===== src/rtl/btb_assoc.sv =====
// btb_assoc: set-associative branch target buffer with tree pseudo-LRU.
// Lookup is combinational on read_pc. Resolved branches are written back
// through the update port. btb_entry layout is {target_address[31:0], br_jal_jalr[1:0]}
// with br=2'b00, jal=2'b01, jalr=2'b10; 2'b11 is illegal and ignored.
// Optional feature macro: BTB_PERF_EN adds read_req and three saturating
// performance counters (perf_lookups, perf_hits, perf_evictions).
module btb_assoc #(
    parameter int S_INDEX = 4,
    parameter int WAYS    = 4
) (
    input  logic        clk,
    input  logic        rst,
    input  logic        clear,
    input  logic [31:0] read_pc,
    output logic        read_hit,
    output logic [33:0] read_entry,
    input  logic        update_valid,
    input  logic [31:0] update_pc,
    input  logic [31:0] update_target,
    input  logic [1:0]  update_type
`ifdef BTB_PERF_EN
    ,
    input  logic        read_req,
    output logic [31:0] perf_lookups,
    output logic [31:0] perf_hits,
    output logic [31:0] perf_evictions
`endif
);

    localparam int TAG_W = 32 - S_INDEX - 2;
    localparam int SETS  = 1 << S_INDEX;
    localparam int LW    = $clog2(WAYS);

    // Handshake: update_valid is a single-cycle request with no ready; the
    // BTB always accepts it at the next rising edge unless rst or clear is
    // high or update_type is the illegal encoding 2'b11, in which case the
    // request is dropped with no state change.

    logic [WAYS-1:0]  valid_q [SETS];
    logic [TAG_W-1:0] tag_q   [SETS][WAYS];
    logic [33:0]      data_q  [SETS][WAYS];
    logic [WAYS-2:0]  plru_q  [SETS];

    logic [S_INDEX-1:0] rd_idx;
    logic [TAG_W-1:0]   rd_tag;
    logic               rd_hit;
    logic [LW-1:0]      rd_way;
    logic [33:0]        rd_entry;
    logic [WAYS-2:0]    rd_plru_next;

    logic [S_INDEX-1:0] up_idx;
    logic [TAG_W-1:0]   up_tag;
    logic               up_legal;
    logic               up_match;
    logic [LW-1:0]      up_match_way;
    logic               up_inv;
    logic [LW-1:0]      up_inv_way;
    logic [LW-1:0]      up_way;
    logic               up_evict;
    logic [WAYS-2:0]    up_plru_base;
    logic [WAYS-2:0]    up_plru_next;

    logic               unused_pc_bits;
    assign unused_pc_bits = ^{read_pc[1:0], update_pc[1:0]};

    // Walk the tree from the root following each node's victim direction.
    function automatic logic [LW-1:0] plru_victim(input logic [WAYS-2:0] bits);
        logic [LW-1:0] v;
        int            node;
        v    = '0;
        node = 0;
        for (int l = 0; l < LW; l++) begin
            v[LW-1-l] = bits[LW'(node)];
            node      = 2 * node + 1 + int'(bits[LW'(node)]);
        end
        return v;
    endfunction

    // Point every node on way w's path away from w.
    function automatic logic [WAYS-2:0] plru_touch(input logic [WAYS-2:0] bits,
                                                   input logic [LW-1:0]   w);
        logic [WAYS-2:0] r;
        int              node;
        r    = bits;
        node = 0;
        for (int l = 0; l < LW; l++) begin
            r[LW'(node)] = ~w[LW-1-l];
            node         = 2 * node + 1 + int'(w[LW-1-l]);
        end
        return r;
    endfunction

    // Combinational lookup of the fetch PC in its indexed set.
    always_comb begin
        rd_idx   = read_pc[S_INDEX+1:2];
        rd_tag   = read_pc[31:S_INDEX+2];
        rd_hit   = 1'b0;
        rd_way   = '0;
        rd_entry = '0;
        for (int w = 0; w < WAYS; w++) begin
            if (valid_q[rd_idx][w] && (tag_q[rd_idx][w] == rd_tag)) begin
                rd_hit   = 1'b1;
                rd_way   = LW'(w);
                rd_entry = rd_entry | data_q[rd_idx][w];
            end
        end
        rd_plru_next = plru_touch(plru_q[rd_idx], rd_way);
        read_hit     = rd_hit & ~rst;
        read_entry   = rst ? 34'd0 : rd_entry;
    end

    // Choose the way an update writes: matching way, else lowest invalid, else PLRU victim.
    always_comb begin
        up_idx       = update_pc[S_INDEX+1:2];
        up_tag       = update_pc[31:S_INDEX+2];
        up_legal     = update_valid && (update_type != 2'b11);
        up_match     = 1'b0;
        up_match_way = '0;
        up_inv       = 1'b0;
        up_inv_way   = '0;
        for (int w = 0; w < WAYS; w++) begin
            if (valid_q[up_idx][w] && (tag_q[up_idx][w] == up_tag)) begin
                up_match     = 1'b1;
                up_match_way = LW'(w);
            end
            if (!valid_q[up_idx][w] && !up_inv) begin
                up_inv     = 1'b1;
                up_inv_way = LW'(w);
            end
        end
        if (up_match) begin
            up_way = up_match_way;
        end else if (up_inv) begin
            up_way = up_inv_way;
        end else begin
            up_way = plru_victim(plru_q[up_idx]);
        end
        up_evict = up_legal && !up_match && !up_inv;
        // A read hit in the same set is touched first so the update's touch wins.
        up_plru_base = (rd_hit && (rd_idx == up_idx)) ? rd_plru_next : plru_q[up_idx];
        up_plru_next = plru_touch(up_plru_base, up_way);
    end

    // Valid bits and PLRU state: reset/clear wipe them, otherwise apply touches and fills.
    always_ff @(posedge clk) begin
        if (rst || clear) begin
            for (int s = 0; s < SETS; s++) begin
                valid_q[s] <= '0;
                plru_q[s]  <= '0;
            end
        end else begin
            if (rd_hit) begin
                plru_q[rd_idx] <= rd_plru_next;
            end
            if (up_legal) begin
                valid_q[up_idx][up_way] <= 1'b1;
                plru_q[up_idx]          <= up_plru_next;
            end
        end
    end

    // Tag and entry payload; no reset needed because valid gates their use.
    always_ff @(posedge clk) begin
        if (!rst && !clear && up_legal) begin
            tag_q[up_idx][up_way]  <= up_tag;
            data_q[up_idx][up_way] <= {update_target, update_type};
        end
    end

`ifdef BTB_PERF_EN
    localparam int PERF_COUNTER_WIDTH = 32;

    logic [PERF_COUNTER_WIDTH-1:0] perf_lookups_q;
    logic [PERF_COUNTER_WIDTH-1:0] perf_hits_q;
    logic [PERF_COUNTER_WIDTH-1:0] perf_evictions_q;

    // Saturating event counters; cleared by rst only, clear leaves them alone.
    always_ff @(posedge clk) begin
        if (rst) begin
            perf_lookups_q   <= '0;
            perf_hits_q      <= '0;
            perf_evictions_q <= '0;
        end else begin
            if (read_req && (perf_lookups_q != '1)) begin
                perf_lookups_q <= perf_lookups_q + 1'b1;
            end
            if (read_req && rd_hit && (perf_hits_q != '1)) begin
                perf_hits_q <= perf_hits_q + 1'b1;
            end
            if (!clear && up_evict && (perf_evictions_q != '1)) begin
                perf_evictions_q <= perf_evictions_q + 1'b1;
            end
        end
    end

    assign perf_lookups   = perf_lookups_q;
    assign perf_hits      = perf_hits_q;
    assign perf_evictions = perf_evictions_q;
`endif

endmodule

===== config.mk =====
export PLATFORM = sky130hd
export DESIGN_NAME = btb_assoc
export DESIGN_NICKNAME = d
export VERILOG_FILES = /design/src/rtl/btb_assoc.sv
export SDC_FILE = /design/constraint.sdc
export NUM_CORES = 2
export LEC_CHECK = 0
export CORE_UTILIZATION = 55
export CTS_CLUSTER_DIAMETER = 30
export DETAILED_ROUTE_END_ITERATION = 10
export HOLD_SLACK_MARGIN = 0.06
export PLACE_DENSITY_LB_ADDON = 0.2
export SETUP_SLACK_MARGIN = 0.4
export SLEW_MARGIN = 10
export SYNTH_ARGS = -nofsm -noshare
export SYNTH_HDL_FRONTEND = slang
export SYNTH_SLANG_ARGS = --single-unit

===== constraint.sdc =====
create_clock -name clk -period 9.6 [get_ports clk]
set_input_delay 0.96 -clock clk [delete_from_list [all_inputs] [get_ports clk]]
set_output_delay 0.96 -clock clk [all_outputs]
set_load 0.01 [all_outputs]

==> impl_results.md <==
* Async set or reset register ratio after synthesis at 0%
* Reg power frac at 41.3%
* Post-route ant nets at 0
* YS warnings at 0
* Adder-cell share of the synthesized area at 0%
* Global Route Usage Sum at 36.2%
* TNS Setup at 0 ns
* Max stage delay on crit path at 0.99 ns
* CTS Buf Count at 691
* Max Freq at 0.125 GHz
* Min-Delay Path Class: input port to register
* P_sw at 10,700 uW
* Simple-gate area share of the yosys netlist at 1.73%
* Post-synth top area share at 68.9%
* Top cells by area, synth: edfxtp_1 (69%), mux4_2 (20%), mux2i_1 (2.5%)
* Power per cell area at 228 nW/um^2
* Starting density of the core at 55.3%
* CP delay by family, top: buffers and inverters
* Vias at 96,800
* Comb power frac at 5.3%
* Largest area contributor in the netlist: edfxtp_1
* RSZ-0062 raised after global routing: no
* Leak pwr at 0.0650 uW
* Vias per cell at 7.22
* CP Max Fanout at 57
* Clock share of power at 53.4%
* Maximum vdd ir drop at 213 uV
* Gpl congestion at 1.00
* Startpoint Class: input port
* Residual DRC at 0
* Clk slew on worst S/H paths at 0.05 ns
* Commonest cells in the synthesized netlist: edfxtp_1 (3,888), mux4_2 (1,502), mux2i_1 (416)
* CTS H-Tree Depth at 6
* Sum of buffers and inverters on the critical path at 5
* Cell-internal power at 35,300 uW
* Flops & latches, synth at 3,952
* Die area at 310,000 um^2
* DR iter-0 viols at 16,200
* # hold bufs at CTS at 0
* Setup Skew at 0.0573 ns
* Layout cells sized above 1 at 35.6%
* TritonCTS clock tree: done
* Post-Synth XOR/XNOR Area at 1.10%
* Routed length per instance at 41.6 um
* Util after Layout at 65.9%
* Setup CP Type: input port to output pin
* Synth cell types at 92
* Global-route wire length before repair at 765 mm
* Initial antenna violation count at 37
* Worst Tran Pin Value at 1.45 ns
* Synth Flop Type: edfxtp_1
* Root Driver: clkbuf_16
* Clock sink count at 3,952
* Fin crit share at 83.5%
* # setup viols final at 0
* Synth Area per Inst at 21.1 um^2
* Placement row count at 203
* Mapped Area at 169,000 um^2
* Die W at 557 um
* Area delta synth->final at 19.0%
* Slew HR at 2.25%
* Required time worst endpoint at 8.64 ns
* Net Sw Frac at 23.2%
* CTS max path bufs at 4
* Post-synthesis compound-gate area fraction at 2.78%
* WL final at 557 mm
* Post-synth EDFFs at 3,888
* Most frequent cell on the critical path: buf_4
* Setup crit end kind: output pin
* Post_cts resized at 0
* Sequential-to-total area share from yosys stat at 69.7%
* Final Hold Vio Count at 0
* Post-CTS Setup Inserts at 0
* Status: complete, no violations
* Die Height at 557 um
* Syn Nets at 8,117
* Main combinational cell family by area after synthesis: multiplexers
* Slowest CP cell: a221oi_1
* Largest net degree at the start of global routing at 134
* WP data arrival at 7.06 ns
* Hpwl dp at 315 mm
* Worst path cell trace: buf_16, nand2b_1, buf_4, o22ai_1, a221oi_1, xnor2_1, nor4_1, o22ai_1, nor4_4, buf_4, buf_4, a22oi_1, a31oi_1, clkdlybuf4s50_1
* IO Pins at 137
* Clk Latency, worst-skew pair at 1.08 ns
* Grt total ovfl at 0
* Final net count at 8,779
* Vias in the first global route at 96,500
* Core ar. at 306,000 um^2
* 1st-pass router iterations at 6
* Post-synthesis mux area share at 22.9%
* I/O Buffers at 132
* Slew Limit Fails at 0
* Mapped Cells at 8,015
* Max cap viols at 0
* Final min period at 8.02 ns
* Most numerous cell in the Yosys netlist: edfxtp_1
-- cell type report --
class	count	area, um^2
clock buffer	746	17500
multi-input combinational	3475	48800
sequential	3952	118000
timing repair buffer	518	5640
tap	4100	5130
inverter	39	156
fill	19600	105000
clock inverter	545	6170
antenna	24	60.1
-- per-layer routing --
layer | global-route usage, % | share of wire [%]
met5 | 0 | 0.017
met4 | 22.3 | 7.0
met3 | 9.97 | 13
met2 | 53.7 | 45
met1 | 48.0 | 35
-- per-stage QoR --
| stage | power, uW | cell area, um^2 | worst slack (ns) | hold WS (ns) | cells |
|---|---|---|---|---|---|
| floorplan | 20800 | 169000 | 2.35 | 0.433 | 8015 |
| global placement | 21700 | 178000 | 1.58 | 0.444 | 12100 |
| detailed placement | 21700 | 178000 | 1.56 | 0.457 | 12100 |
| CTS | 46100 | 201000 | 1.79 | 0.169 | 13400 |
| global route | 47000 | 202000 | 1.72 | 0.191 | 13400 |
| finish | 46000 | 202000 | 1.58 | 0.188 | 13400 |
-- power groups by stage --
stage / Clock, uW / Combinational, uW / Sequential [uW]
detailed placement: 0 / 2380 / 19400
finish: 24600 / 2440 / 19000
floorplan: 0 / 1430 / 19400
global route: 25500 / 2500 / 19000
global placement: 0 / 2350 / 19300
CTS: 24700 / 2390 / 19000
-- worst paths after layout --
path                           from                      end  slack [ns]  cells past startpoint
min reg2reg   valid_q[1][3]$_DFF_P_    valid_q[1][3]$_DFF_P_        0.46                      2
max                      read_pc[2]            read_entry[8]        1.58                     14
min                   update_pc[20]  tag_q[12][66]$_DFFE_PP_        0.19                      1
max reg2reg  tag_q[15][5]$_DFFE_PP_   tag_q[3][49]$_DFFE_PP_        2.72                     11
-- cells by family after synthesis --
family / count (synthesis)
flip-flops: 3952
multiplexers: 1983
AO/OA/AOI/OAI: 652
XOR/XNOR: 212
AND/OR/NAND/NOR: 628
buffers and inverters: 588
-- sequential cells by signal, indices dropped and copies added (netlist names) --
register,cells
data_q,2176
plru_q,48
tag_q,1664
valid_q,64
-- cells in the final DEF (no fill, tap or decap), drive strengths merged, types with 66 or more instances in the layout --
cell type / count
edfxtp: 3888
inv: 161
o21ai: 109
mux4: 1502
buf: 452
mux2i: 416
nand2: 257
clkinvlp: 72
xnor2: 166
nor2: 132
clkbuf: 746
nand3: 68
clkdlybuf4s50: 66
bufinv: 70
a22oi: 116
clkinv: 281
Power figures use the tool's default switching activity.
